$ cat config.mk
export PLATFORM = sky130hd
export DESIGN_NAME = stopwatch_ctrl
export DESIGN_NICKNAME = d
export VERILOG_FILES = /design/src/rtl/clock_pkg.sv /design/src/rtl/bcd_digit_cnt.sv /design/src/rtl/stopwatch_ctrl.sv
export SDC_FILE = /design/constraint.sdc
export NUM_CORES = 1
export LEC_CHECK = 0
export ABC_CLOCK_PERIOD_IN_PS = 2400
export BUFFER_PORTS_ARGS = -buffer_cell sky130_fd_sc_hd__buf_4
export CORE_MARGIN = 3
export CORE_UTILIZATION = 29
export DETAILED_ROUTE_END_ITERATION = 12
export PLACE_DENSITY = 0.59
export SYNTH_ARGS = -nofsm -noshare
export SYNTH_HDL_FRONTEND = slang
export SYNTH_SLANG_ARGS = --single-unit
export TNS_END_PERCENT = 10
$ cat constraint.sdc
create_clock -name fs -period 2.4 [get_ports fs]
set_input_delay 0.12 -clock fs [delete_from_list [all_inputs] [get_ports fs]]
set_output_delay 0.12 -clock fs [all_outputs]
set_load 0.05 [all_outputs]
$ cat src/rtl/clock_pkg.sv
// clock_pkg: shared state/select encodings, BCD limits and blank bit positions for the stopwatch controller
package clock_pkg;
  typedef enum logic [1:0] {ST_STOP = 2'd0, ST_RUN = 2'd1, ST_SET = 2'd2} state_t;
  typedef enum logic {SEL_SEC = 1'b0, SEL_MIN = 1'b1} sel_t;
  localparam logic [3:0] BCD_MAX9 = 4'd9;
  localparam logic [3:0] BCD_MAX5 = 4'd5;
  localparam int DEF_MIN_MAX = 29;
  localparam int DEF_BLINK_DIV = 50;
  localparam int BLK_C = 2;
  localparam int BLK_D = 3;
  localparam int BLK_E = 4;
  localparam int BLK_F = 5;
endpackage

$ cat src/rtl/bcd_digit_cnt.sv
// bcd_digit_cnt: one BCD digit that wraps at i_max and flags a carry on the wrapping increment
module bcd_digit_cnt (
  input  logic       fs,
  input  logic       rst,
  input  logic       i_clr,
  input  logic       i_inc,
  input  logic [3:0] i_max,
  output logic [3:0] o_q,
  output logic       o_co
);
  logic [3:0] r_q;
  assign o_q  = r_q;
  assign o_co = i_inc && (r_q == i_max);
  always_ff @(posedge fs)
    if (rst || i_clr) r_q <= 4'd0;
    else if (i_inc) r_q <= o_co ? 4'd0 : r_q + 4'd1;
endmodule

$ cat src/rtl/stopwatch_ctrl.sv
// stopwatch_ctrl: STOP/RUN/SET stopwatch driving six BCD digits and a blink mask; LAP_HOLD_EN adds key_lap display freeze
module stopwatch_ctrl
  import clock_pkg::*;
#(
  parameter int MIN_MAX   = DEF_MIN_MAX,
  parameter int BLINK_DIV = DEF_BLINK_DIV
) (
  input  logic       fs,
  input  logic       rst,
  input  logic       tick,
  input  logic       key_start,
  input  logic       key_mode,
  input  logic       key_sel,
  input  logic       key_inc,
  input  logic       key_clr,
`ifdef LAP_HOLD_EN
  input  logic       key_lap,
`endif
  output logic [3:0] a,
  output logic [3:0] b,
  output logic [3:0] c,
  output logic [3:0] d,
  output logic [3:0] e,
  output logic [3:0] f,
  output logic [5:0] blank,
  output logic [1:0] state
);
  localparam int CW = $clog2(BLINK_DIV);
  localparam logic [CW-1:0] CNT_TOP = CW'(BLINK_DIV - 1);
  localparam logic [3:0] MIN_E = 4'(MIN_MAX % 10);
  localparam logic [3:0] MIN_F = 4'(MIN_MAX / 10);
  state_t r_state, w_state_n;
  sel_t r_sel, w_sel_n;
  logic [CW-1:0] r_cnt, w_cnt_n;
  logic r_phase, w_phase_n;
  logic [5:0] r_blank, w_blank_n;
  logic [3:0] r_e, r_f, w_a, w_b, w_c, w_d;
  logic w_stop, w_run, w_set, w_act_mode, w_act_start, w_act_clr, w_act_sel, w_act_inc;
  logic w_a_co, w_b_co, w_c_co, w_d_co, w_min_inc, w_min_wrap, w_ab_clr, w_keep, w_wrap;
  assign w_stop = r_state == ST_STOP;
  assign w_run  = r_state == ST_RUN;
  assign w_set  = r_state == ST_SET;
  // Priority resolution only considers keys that are meaningful in the current state
  assign w_act_mode  = key_mode && !w_run;
  assign w_act_start = key_start && !w_set && !(w_stop && key_mode);
  assign w_act_clr   = key_clr && w_stop && !key_mode && !key_start;
  assign w_act_sel   = key_sel && w_set && !key_mode;
  assign w_act_inc   = key_inc && w_set && !key_mode && !key_sel;
  assign w_ab_clr    = w_act_clr || w_set || w_act_mode;
  bcd_digit_cnt u_a (.fs(fs), .rst(rst), .i_clr(w_ab_clr), .i_inc(w_run && tick), .i_max(BCD_MAX9), .o_q(w_a), .o_co(w_a_co));
  bcd_digit_cnt u_b (.fs(fs), .rst(rst), .i_clr(w_ab_clr), .i_inc(w_a_co), .i_max(BCD_MAX9), .o_q(w_b), .o_co(w_b_co));
  bcd_digit_cnt u_c (.fs(fs), .rst(rst), .i_clr(w_act_clr), .i_inc(w_b_co || (w_act_inc && r_sel == SEL_SEC)), .i_max(BCD_MAX9), .o_q(w_c), .o_co(w_c_co));
  bcd_digit_cnt u_d (.fs(fs), .rst(rst), .i_clr(w_act_clr), .i_inc(w_c_co), .i_max(BCD_MAX5), .o_q(w_d), .o_co(w_d_co));
  // Seconds wrap in SET never reaches minutes: the d carry only counts while running
  assign w_min_inc  = (w_run && w_d_co) || (w_act_inc && r_sel == SEL_MIN);
  assign w_min_wrap = r_f == MIN_F && r_e == MIN_E;
  always_ff @(posedge fs)
    if (rst || w_act_clr) begin
      r_e <= 4'd0;
      r_f <= 4'd0;
    end else if (w_min_inc) begin
      r_e <= (w_min_wrap || r_e == BCD_MAX9) ? 4'd0 : r_e + 4'd1;
      r_f <= w_min_wrap ? 4'd0 : (r_e == BCD_MAX9) ? r_f + 4'd1 : r_f;
    end
  always_comb begin
    w_state_n = w_act_mode ? (w_stop ? ST_SET : ST_STOP) : w_act_start ? (w_stop ? ST_RUN : ST_STOP) : r_state;
    w_sel_n   = w_act_mode ? SEL_SEC : w_act_sel ? sel_t'(~r_sel) : r_sel;
    w_keep    = w_set && !w_act_mode && !w_act_sel && !w_act_inc;
    w_wrap    = r_cnt == CNT_TOP;
    w_cnt_n   = !w_keep ? '0 : tick ? (w_wrap ? '0 : r_cnt + CW'(1)) : r_cnt;
    w_phase_n = w_keep && (r_phase ^ (tick && w_wrap));
    w_blank_n = '0;
    w_blank_n[BLK_D:BLK_C] = {2{w_phase_n && w_sel_n == SEL_SEC}};
    w_blank_n[BLK_F:BLK_E] = {2{w_phase_n && w_sel_n == SEL_MIN}};
  end
  always_ff @(posedge fs)
    if (rst) begin
      r_state <= ST_STOP;
      r_sel   <= SEL_SEC;
      r_cnt   <= '0;
      r_phase <= 1'b0;
      r_blank <= '0;
    end else begin
      r_state <= w_state_n;
      r_sel   <= w_sel_n;
      r_cnt   <= w_cnt_n;
      r_phase <= w_phase_n;
      r_blank <= w_blank_n;
    end
  assign blank = r_blank;
  assign state = r_state;
`ifdef LAP_HOLD_EN
  logic r_hold;
  logic [23:0] r_snap;
  logic w_act_lap;
  assign w_act_lap = key_lap && w_run && !key_start;
  always_ff @(posedge fs)
    if (rst || w_state_n != ST_RUN) r_hold <= 1'b0;
    else if (w_act_lap) r_hold <= ~r_hold;
  always_ff @(posedge fs)
    if (w_act_lap && !r_hold) r_snap <= {r_f, r_e, w_d, w_c, w_b, w_a};
  assign {f, e, d, c, b, a} = r_hold ? r_snap : {r_f, r_e, w_d, w_c, w_b, w_a};
`else
  assign {f, e, d, c, b, a} = {r_f, r_e, w_d, w_c, w_b, w_a};
`endif
endmodule

==> Yosys cells after proc, flatten, opt, wreduce, memory -nomap -nowiden <==
Index checks and enable logic that the tools add are counted.
{ "word_totals": {"regBits": 39, "wordCells": 95, "output_inout_bits": 32} }
{ "op_classes": {"bitwise": 4, "reduce_logical": 49, "muxes": 14, "n_addsub": 7, "n_eq_ne": 9} }
{ "ops": {"columns": ["op", "n"], "rows": [
  ["$logic_and A1 B1 Y1", 28],
  ["$mux W4", 7],
  ["$add A4 B1 Y4 const B", 6],
  ["$eq A4 B4 Y1 const B", 4],
  ["$logic_not A1 Y1", 9],
  ["$logic_or A1 B1 Y1", 7],
  ["$add A6 B1 Y6 const B", 1],
  ["$eq A6 B6 Y1 const B", 1],
  ["$mux W2", 3],
  ["$mux W6", 1],
  ["$eq A4 B2 Y1 const B", 1],
  ["$eq A4 B3 Y1 const B", 1],
  ["$reduce_bool A2 Y1", 2],
  ["$mux W1", 3],
  ["$not A1 Y1", 3],
  ["$eq A2 B1 Y1 const B", 1],
  ["$eq A2 B2 Y1 const B", 1],
  ["$logic_not A2 Y1", 1],
  ["$reduce_and A2 Y1", 1],
  ["$reduce_or A2 Y1", 1],
  ["$xor A1 B1 Y1", 1]
]} }

==> Longest topological paths before layout <==
Gate-level depths: netlist of run 1.
{ "logic_depth": {"depth_word": 11, "ltp_mapped": 8, "ltp_nobuf": 7} }

==> By module <==
Synthesis of run 1 repeated with hierarchy kept, for this count alone.
{ "unflattened": {"cells_unflattened": 219, "hier_area_um2": 2090.8} }
{ "modules_own_cells": {"columns": ["module", "area_per_inst_um2", "cells_each", "instances", "seq_area_each_um2"], "rows": [
  ["stopwatch_ctrl", 1104.8, 123, 1, 400.4],
  ["bcd_digit_cnt", 246.5, 24, 4, 80.1]
]} }

==> Least setup slack after synthesis of run 1 <==
No wires, ideal clock.
{ "synth_timing": {"path_kind": "register to register", "startpoint": "register u_b.r_q[1] (netlist: u_b.o_q[1])", "endpoint": "register r_e[2] (netlist: e[2])", "path_stages_with_launch": 9, "slack_ps": 193, "period_less_slack_ps": 2207, "path_buffers": 1, "arrival_time_ps": 2148, "setup_ps": 59, "path_cell_list": "dfxtp_1 inv_1 ha_1 and3b_1 and3_1 buf_6 o2111a_1 or4_1 nand2_1"} }
{ "synth_via": {"elab_chain_len": 7} }
{ "synth_lines": {"columns": ["element", "line_no", "rtl"], "rows": [
  ["from (decl)", "bcd_digit_cnt.sv:11", "logic [3:0] r_q;"],
  ["from (signal assigned)", "bcd_digit_cnt.sv:16", "else if (i_inc) r_q <= o_co ? 4'd0 : r_q + 4'd1;"],
  ["$eq A4 B4 Y1", "bcd_digit_cnt.sv:13", "assign o_co = i_inc && (r_q == i_max);"],
  ["$logic_and A1 B1 Y1", "bcd_digit_cnt.sv:13", null],
  ["$logic_or A1 B1 Y1", "stopwatch_ctrl.sv:52", "bcd_digit_cnt u_c (.fs(fs), .rst(rst), .i_clr(w_act_clr), .i_inc(w_b_co || (w_act_inc && r_sel == SEL_SEC)), . ..."],
  ["$logic_and A1 B1 Y1 (2 in series)", "bcd_digit_cnt.sv:13", null],
  ["$logic_and A1 B1 Y1", "stopwatch_ctrl.sv:55", "assign w_min_inc = (w_run && w_d_co) || (w_act_inc && r_sel == SEL_MIN);"],
  ["$logic_or A1 B1 Y1", "stopwatch_ctrl.sv:55", null],
  ["to (signal assigned)", "stopwatch_ctrl.sv:62", "r_e <= (w_min_wrap || r_e == BCD_MAX9) ? 4'd0 : r_e + 4'd1;"],
  ["to (decl)", "stopwatch_ctrl.sv:37", "logic [3:0] r_e, r_f, w_a, w_b, w_c, w_d;"]
]} }
Every way passes these cells.
A chain may end at the register's enable or synchronous reset.

==> Worst setup path after layout of run 1 <==
{ "layout_timing": {"startpoint": "register r_state[0] (netlist: state[0])", "endpoint": "register r_f[2] (netlist: f[2])"} }
{ "layout_via": {"elab_chain_len": 11, "elab_cells_between_ends": 21, "classes_between": "2 x eq/ne; 19 x reduce/logical"} }
{ "layout_lines": {"columns": ["element", "line_no", "rtl"], "rows": [
  ["from (decl)", "stopwatch_ctrl.sv:32", "state_t r_state, w_state_n;"],
  ["from (signal assigned)", "stopwatch_ctrl.sv:84", "r_state <= w_state_n;"],
  ["$eq A2 B2 Y1", "stopwatch_ctrl.sv:42", "assign w_set = r_state == ST_SET;"],
  ["$logic_and A1 B1 Y1 (3 in series)", "stopwatch_ctrl.sv:48", "assign w_act_inc = key_inc && w_set && !key_mode && !key_sel;"],
  ["$logic_and A1 B1 Y1", "stopwatch_ctrl.sv:52", null],
  ["$logic_or A1 B1 Y1", "stopwatch_ctrl.sv:52", null],
  ["$logic_and A1 B1 Y1 (2 in series)", "bcd_digit_cnt.sv:13", null],
  ["$logic_and A1 B1 Y1", "stopwatch_ctrl.sv:55", null],
  ["$logic_or A1 B1 Y1", "stopwatch_ctrl.sv:55", null],
  ["$reduce_and A2 Y1 (no line)", null, null],
  ["to (signal assigned)", "stopwatch_ctrl.sv:63", "r_f <= w_min_wrap ? 4'd0 : (r_e == BCD_MAX9) ? r_f + 4'd1 : r_f;"],
  ["to (decl)", "stopwatch_ctrl.sv:37", null]
]} }
Parallel ways exist; a longest one is shown, timed or not.

==> impl_metrics.tcl, run 1 <==
set metrics [dict create \
    cp_num_buf_inv 0 \
    slew_violations 0 \
    synth_cell_types 42 \
    die_w_um 88.36 \
    postCtsSetupRepairBufs 0 \
    ys_warn_count 0 \
    vias 1620 \
    status "completed" \
    synth-async-reset-ratio_pct 0 \
    reg2reg_setup_slack_ns 0.34 \
    finalNonFillerCells 336 \
    rsz0062_at_grt "false" \
    critical_path_arrival_ns 2.28 \
    rr_endpoint "f[2]" \
    p_leak_nw 0.9904 \
    cpMaxStageDelayCell "dfxtp_1" \
    globalplace.congestion 0.7449 \
    worst_setup_path_end_kind "flop" \
    crit_fanout 8 \
    hold_depth 2 \
    peakVddDrop_v 0.0002103 \
    synth-edff-count 0 \
    maxCapViolCount 0 \
    ctsResizeCount 0 \
    whs_ns 0.03762 \
    drtIter0Drc 53 \
    p_per_area_nw_per_um2 546.7 \
    syn_inst 224 \
    syn_avg_cell_area_um2 8.781 \
    timing.rr.start "state[0]" \
    dp.cells 328 \
    hold_class "input pin to flop" \
    finalHoldViolCount 0 \
    row_count 29 \
    post-route-period-util_pct 85.83 \
    layout-drive-gt1-share_pct 20.08 \
    nNetsFinal 280 \
    fmax_ghz 0.4854 \
    worstRegToRegCells 5 \
    grt_overflow_total 0 \
    io_buffers 37 \
    clk_pin_slew_ns 0.07 \
    grt_use_total_pct 11.71 \
    drtPass1Iterations 4 \
    path_cells "and3b_1 > and3_1 > o211ai_1 > a211oi_1 > mux2i_1" \
    tritoncts "built" \
    max_stage_delay_ns 0.50 \
    grt_pass1_wl_um 7072 \
    core_um2 6459 \
    synth_area_um2 1967 \
    clock-root-buffer "clkbuf_8" \
    final_common_cell "buf_4" \
    wl_per_cell_um 12.53 \
    finClkSkew_ns 0.004023 \
    htreeDepth 2 \
    grt_max_degree 13 \
    cpLargestDelayFamily "simple AND/OR/NAND/NOR gates" \
    routed_wl_um 4211 \
    grt_pass1_vias 1562 \
    clk_latency_ns 0.28 \
    antenna_found_initial 0 \
    ys_ff_latch 36 \
    drc 0 \
    min_period_ns 2.060 \
    final.setup.tns_ns 0 \
    die_h_um 88.36 \
    ys.flop_type "dfxtp_1" \
    crit_required_ns 2.62 \
    cts_hold_buffers 0 \
    start_util_pct 30.45 \
    dieArea_um2 7807 \
    fillers 689 \
    ys_seq_area_share_pct 36.64 \
    critPathLaunch "state[0]" \
    antenna_cells 0 \
    setup_violations 0 \
    cp-start-kind "flop" \
    final_cell_mix "buf_4, dfxtp_1, nor2_1" \
    crit_type "flop to flop" \
    drtAntennaViolNets 0 \
    cts_buffer_depth 2 \
    cts_buffers 5 \
    via_per_inst 4.821 \
    min_from "rst" \
    numClockSinks 36 \
    syn_to_final_growth_pct 21.06 \
    worstHoldEndpoint "state[1]" \
    finalPower_mw 1.302 \
    hpwl_um 3207 \
    io_pins 40 \
]
==> power by group <==
part | internal (mW) | total, mW | switching (mW)
logic | 0.0365 | 0.105 | 0.0690
clock network | 0.367 | 0.581 | 0.215
registers | 0.603 | 0.615 | 0.0122
total | 1.01 | 1.30 | 0.296
==> registers in the layout (all words and copies together), names as in the netlist <==
name     count
u_a.o_q      4
f            4
u_c.o_q      4
r_phase      1
state        2
u_b.o_q      4
e            4
u_d.o_q      4
r_cnt        6
r_sel        1
blank        2
==> routing by layer <==
layer | vias up | routed length [µm] | GRT usage (%)
li1 | 838 | - | -
met1 | 750 | 1989 | 14.05
met2 | 27 | 1942 | 19.44
met3 | 5 | 215 | 3.818
met4 | 0 | 64 | 4.533
met5 | - | 0 | 0
==> final cells by class <==
cell class                 count  area [µm²]  share of cell area (%)
clock inverter                 1       30.03                   1.261
tap                           77       96.34                   4.046
timing repair buffer          38       285.3                   11.98
multi-input combinational    164        1104                   46.35
sequential                    36       720.7                   30.27
clock buffer                   7       96.34                   4.046
inverter                      13       48.80                   2.049
==> synth_stat cells (2+ instances only) <==
cell       count  area (µm²)
nand2b_1       3       18.77
xnor2_1        8       70.07
and3b_1        4       35.03
nand2_1       18       67.56
mux2i_1        4       40.04
dfxtp_1       36       720.7
or4_1          2       15.01
clkbuf_1       2       7.510
buf_6          4       45.04
o41ai_1        2       17.52
a211oi_1       6       45.04
nand3_1       11       55.05
or3_1          2       12.51
xor2_1         8       70.07
nand4_1        6       37.54
o21ai_0        4       20.02
ha_1          14       175.2
a21oi_1        9       45.04
buf_4          6       45.04
and3b_2        2       20.02
o2111ai_1      2       17.52
a31oi_1        2       12.51
nor2_1        33       123.9
and2_1         3       18.77
inv_1         13       48.80
and3_1         4       25.02
==> per-stage QoR <==
stage	instance area (µm²)	worst slack, ns	utilization [%]
finish	2381	0.3400	36.87
global route	2381	0.1151	36.87
CTS	2381	0.3258	36.87
detailed placement	2255	0.3517	34.91
global placement	2255	0.4310	34.91
floorplan	1971	0.1930	-
==> cell families after synthesis <==
family,after synthesis,synth area share [%]
DFF,36,36.64
AOI/OAI and AO/OA,34,12.66
other,1,0.1907
adders and majority gates,14,8.906
xor gates and xnor gates,16,7.125
muxes,4,2.036
and+or+nand+nor,94,25.00
buffers and inverters,25,7.443
==> worst reg2reg max path: stages, from the launching register on <==
cell,delay [ns]
dfxtp_1,0.50
and3b_1,0.37
and3_1,0.34
o211ai_1,0.25
a211oi_1,0.34
mux2i_1,0.21
==> worst max path at each step <==
| stage | to | depth (start not counted) | slack, ns |
|---|---|---|---|
| 3_3_place_gp | f[2] | 5 | 0.43 |
| 6_report | f[2] | 5 | 0.34 |
| 4_1_cts | e[1] | 5 | 0.33 |
| 3_5_place_dp | e[1] | 5 | 0.35 |
| 5_1_grt | e[1] | 5 | 0.12 |
| 2_1_floorplan | e[2] | 8 | 0.19 |
(Power assumes the default switching activity.)
==> inputs of run 2 (changes only) <==
--- a/config.mk
+++ b/config.mk
@@ -8,9 +8,9 @@
 export ABC_CLOCK_PERIOD_IN_PS = 2400
 export BUFFER_PORTS_ARGS = -buffer_cell sky130_fd_sc_hd__buf_4
 export CORE_MARGIN = 3
-export CORE_UTILIZATION = 29
+export CORE_UTILIZATION = 40
 export DETAILED_ROUTE_END_ITERATION = 12
-export PLACE_DENSITY = 0.59
+export PLACE_DENSITY = 0.72
 export SYNTH_ARGS = -nofsm -noshare
 export SYNTH_HDL_FRONTEND = slang
 export SYNTH_SLANG_ARGS = --single-unit
==> constraint.sdc (replaced) <==
create_clock -name fs -period 2.4 [get_ports fs]
set_input_delay 0.36 -clock fs [delete_from_list [all_inputs] [get_ports fs]]
set_output_delay 0.36 -clock fs [all_outputs]
set_load 0.05 [all_outputs]
==> run 2 against run 1 <==
  * Final area shrank 2.2%
  * Fmax is 0.84% higher
  * Sequential share of layout area increased by 0.67 points
  * Count of clock-buffer cells in the layout rose by 1
  * Register-to-register slack improved by 0.02 ns
  * Total power down 11%
  * Utilization rose by 15 points
  * Sequential power about the same
  * Hold slack improved by 0.25 ns
  * Worst setup slack better by 0.017 ns
  * Routed wire length fell by 10%
  * Clock power is 25% lower
  * Largest power group unchanged
==> impl_metrics.tcl, run 2 (synthesis gave the netlist of run 1 again) <==
set metrics [dict create \
    post_dp_cell_area_um2 2240 \
    htreeDepth 2 \
    register_area_um2 720.7 \
    finalPower_mw 1.153 \
    pre_cts_slack_ns 0.3581 \
    grt_max_degree 13 \
    io_pins 40 \
    grt_pass1_vias 1447 \
    whs_ns 0.2841 \
    crit_required_ns 2.61 \
    cp-start-kind "flop" \
    cpLargestDelayFamily "simple AND/OR/NAND/NOR gates" \
    row_count 24 \
    slew_violations 0 \
    die_w_um 76.12 \
    grt_pass1_wl_um 6327 \
    hpwl_um 2923 \
    cpMaxStageDelayCell "dfxtp_1" \
    crit_type "flop to flop" \
    setup_violations 0 \
    grt_overflow_total 0 \
    fin_area_um2 2330 \
    min_period_ns 2.043 \
    final.setup.tns_ns 0 \
    grt_use_total_pct 13.26 \
    wl_per_cell_um 11.65 \
    critical_path_arrival_ns 2.26 \
    top_register "r_cnt" \
    finClkSkew_ns 0.002736 \
    largest_register_ffs 6 \
    start_util_pct 43.38 \
    final_cell_mix "buf_4, dfxtp_1, nor2_1" \
    cts_hold_buffers 0 \
    setup_slack_ns 0.3571 \
    p_per_area_nw_per_um2 494.8 \
    maxCapViolCount 0 \
    tritoncts "built" \
    dieArea_um2 5794 \
    die_h_um 76.12 \
    fin_util_pct 51.38 \
    path_cells "and3b_1 > and3_1 > o211ai_1 > a21oi_1 > mux2i_1" \
    final_common_cell "buf_4" \
    syn_to_final_growth_pct 18.45 \
    numClockSinks 36 \
    fillers 461 \
    io_buffers 37 \
    antenna_cells 0 \
    clock-root-buffer "clkbuf_8" \
    rsz0062_at_grt "false" \
    peakVddDrop_v 0.0002176 \
    via_per_inst 5.019 \
    post-route-period-util_pct 85.12 \
    drtPass1Iterations 4 \
    fmax_ghz 0.4895 \
    nNetsFinal 280 \
    multi_input_area_um2 1104 \
    clk_latency_ns 0.28 \
    hold_class "input pin to flop" \
    status "completed" \
    p_leak_nw 0.9714 \
    core_um2 4534 \
    antenna_found_initial 0 \
    drtAntennaViolNets 0 \
    postCtsSetupRepairBufs 0 \
    worst_setup_path_end_kind "flop" \
    finalHoldViolCount 0 \
    drtIter0Drc 27 \
    cp_num_buf_inv 0 \
    layout-drive-gt1-share_pct 19.31 \
    cts_buffer_depth 2 \
    drc 0 \
    globalplace.congestion 0.8281 \
    crit_fanout 8 \
    clk_pin_slew_ns 0.07 \
    routed_wl_um 3775 \
    max_stage_delay_ns 0.48 \
    cts_buffers 5 \
    dp.cells 316 \
    vias 1626 \
    finalNonFillerCells 324 \
    ctsResizeCount 0 \
]
run 2: routing by layer:
| layer | track usage, % | wire length (µm) |
|---|---|---|
| met1 | 15.48 | 1725 |
| met2 | 23.05 | 1844 |
| met3 | 3.428 | 150 |
| met4 | 5.435 | 55 |
| met5 | 0 | 0 |
run 2: final timing paths:
kind / startpoint / end / slack (ns) / cells past startpoint
worst max-delay path: state[0] / f[1] / 0.36 / 5
worst min-delay path: rst / r_sel / 0.28 / 2
worst max register to register: state[0] / f[1] / 0.36 / 5
worst min register to register: f[2] / f[2] / 0.50 / 2
run 2: final cells by class:
type | count | area share [%]
Sequential cell | 36 | 30.93
Inverter | 13 | 2.095
Timing Repair Buffer | 38 | 12.24
Tap cell | 65 | 3.491
Clock buffer | 8 | 3.867
Multi-Input combinational cell | 164 | 47.37
run 2: report_power, final:
part	internal [mW]	switching [mW]	total, mW
Clock	0.234	0.201	0.435
Combinational	0.0364	0.0666	0.103
Sequential	0.603	0.0116	0.614
run 2: worst register-to-register path, delay by kind of cell, from the launching register on:
kind,cells,cell delay (ns)
muxes,1,0.23
and+or+nand+nor,2,0.72
DFF,1,0.48
AOI/OAI and AO/OA,2,0.55
==> inputs of run 3 (changes only) <==
--- a/config.mk
+++ b/config.mk
@@ -7,6 +7,7 @@
 export LEC_CHECK = 0
 export ABC_CLOCK_PERIOD_IN_PS = 2400
 export BUFFER_PORTS_ARGS = -buffer_cell sky130_fd_sc_hd__buf_4
+export CORE_ASPECT_RATIO = 2
 export CORE_MARGIN = 3
 export CORE_UTILIZATION = 40
 export DETAILED_ROUTE_END_ITERATION = 12
==> run 3 against run 2 <==
  * Final area up 0.22%
  * Clock skew is 0.0020 ns higher
  * Utilization shrank 1.6 points
  * Sequential power barely moved
  * Critical endpoint unchanged
  * Fmax shrank 0.22%
  * Die area up 0.89%
  * Sequential cell count unchanged
==> impl_metrics.tcl, run 3 (synthesis gave the netlist of run 1 again) <==
set metrics [dict create \
    grt_overflow_total 0 \
    clock-root-buffer "clkbuf_8" \
    dieArea_um2 5846 \
    cts_buffer_depth 2 \
    min_from "rst" \
    status "completed" \
    cpLargestDelayFamily "simple AND/OR/NAND/NOR gates" \
    p_per_area_nw_per_um2 534.2 \
    wl_per_cell_um 13.33 \
    path_cells "and3b_1 > and3_1 > o211ai_1 > a21oi_1 > mux2i_1" \
    slew_violations 0 \
    drtIter0Drc 26 \
    io_buffers 37 \
    htreeDepth 2 \
    clk_latency_ns 0.29 \
    setup_slack_ns 0.3525 \
    layout-drive-gt1-share_pct 19.69 \
    cts_hold_buffers 0 \
    grt_pass1_vias 1683 \
    top_register "r_cnt" \
    finalNonFillerCells 314 \
    grt_max_degree 13 \
    die_w_um 55.59 \
    row_count 35 \
    critical_path_arrival_ns 2.27 \
    power_frac_seq_pct 49.3 \
    dp.cells 306 \
    antenna_cells 0 \
    hold_class "input pin to flop" \
    crit_type "flop to flop" \
    drtAntennaViolNets 0 \
    via_per_inst 5.347 \
    worstHoldEndpoint "r_sel" \
    largest_register_ffs 6 \
    postCtsSetupRepairBufs 0 \
    p_int_mw 0.9473 \
    grt_use_total_pct 15.32 \
    finalHoldViolCount 0 \
    hpwl_um 3256 \
    finalPower_mw 1.247 \
    timing.rr.start "state[0]" \
    numClockSinks 36 \
    finClkSkew_ns 0.004769 \
    final_common_cell "buf_4" \
    nNetsFinal 280 \
    antenna_found_initial 0 \
    grt_pass1_wl_um 7376 \
    cts_buffers 5 \
    combinationalPowerShare_pct 8.4 \
    die_h_um 105.2 \
    worst_setup_path_end_kind "flop" \
    max_stage_delay_ns 0.50 \
    rsz0062_at_grt "false" \
    final.setup.tns_ns 0 \
    setup_violations 0 \
    core_um2 4686 \
    netSwitchingFraction_pct 24.04 \
    pre_cts_slack_ns 0.3828 \
    syn_to_final_growth_pct 18.70 \
    tritoncts "built" \
    hold_depth 2 \
    final_cell_mix "buf_4, dfxtp_1, nor2_1" \
    io_pins 40 \
    power.switching_mw 0.2999 \
    vias 1679 \
    routed_wl_um 4185 \
    p_leak_nw 0.9811 \
    rr_endpoint "f[1]" \
    clk_pin_slew_ns 0.07 \
    reg2reg_setup_slack_ns 0.35 \
    worstRegToRegCells 5 \
    drtPass1Iterations 4 \
    crit_fanout 8 \
    crit_required_ns 2.62 \
    cp_num_buf_inv 0 \
    min_period_ns 2.047 \
    cp-start-kind "flop" \
    fmax_ghz 0.4884 \
    ctsResizeCount 0 \
    peakVddDrop_v 0.0006376 \
    power_frac_clock_pct 42.3 \
    cpMaxStageDelayCell "dfxtp_1" \
    post-route-period-util_pct 85.31 \
    maxCapViolCount 0 \
    drc 0 \
    start_util_pct 41.98 \
    globalplace.congestion 0.8136 \
]
run 3: cell count changes in the layout (fill, tap and decap cells not counted):
cell and delta:
clkinv_2 +1, clkbuf_1 -1, clkbuf_8 -1, bufinv_16 +1
run 3: metal layers:
metal / share of wire [%] / vias up / GRT usage [%]
met5: 0 / - / 0
met4: 3.7 / 0 / 8.000
met3: 3.0 / 14 / 2.719
met2: 57 / 34 / 29.66
met1: 37 / 797 / 14.63
li1: - / 834 / -
run 3: how the worst max path moves through the flow:
stage | startpoint | endpoint | slack (ns) | depth (start not counted)
floorplan | u_b.o_q[1] | e[2] | 0.19 | 8
global placement | key_mode | f[2] | 0.41 | 6
detailed placement | state[0] | f[1] | 0.38 | 5
CTS | state[0] | f[1] | 0.35 | 5
global route | state[0] | f[1] | 0.15 | 5
finish | state[0] | f[1] | 0.35 | 5
run 3: layout make-up:
cell class              count  area [µm²]
clock inverters             2       35.03
inverters                  13       48.80
fillers                   455        2351
well taps                  55       68.82
clock buffers               6       72.57
repair buffers             38       285.3
flip-flops and latches     36       720.7
multi-input cells         164        1104
run 3: power by group through the flow:
stage                     Sequential, mW  Combinational [mW]  Clock (mW)
after floorplan                    0.639              0.0703           0
after global placement             0.627               0.105           0
after detailed placement           0.628               0.106           0
after CTS                          0.614               0.107       0.541
after global routing               0.616               0.116       0.555
final                              0.614               0.105       0.528
run 3: per-stage QoR:
stage | hold slack, ns | cell area [µm²] | utilization [%]
3_5_place_dp | 0.4936 | 2227 | 47.53
3_3_place_gp | 0.4829 | 2227 | 47.53
5_1_grt | 0.2798 | 2335 | 49.83
6_report | 0.2727 | 2335 | 49.83
4_1_cts | 0.2643 | 2335 | 49.83
2_1_floorplan | 0.4324 | 1971 | -
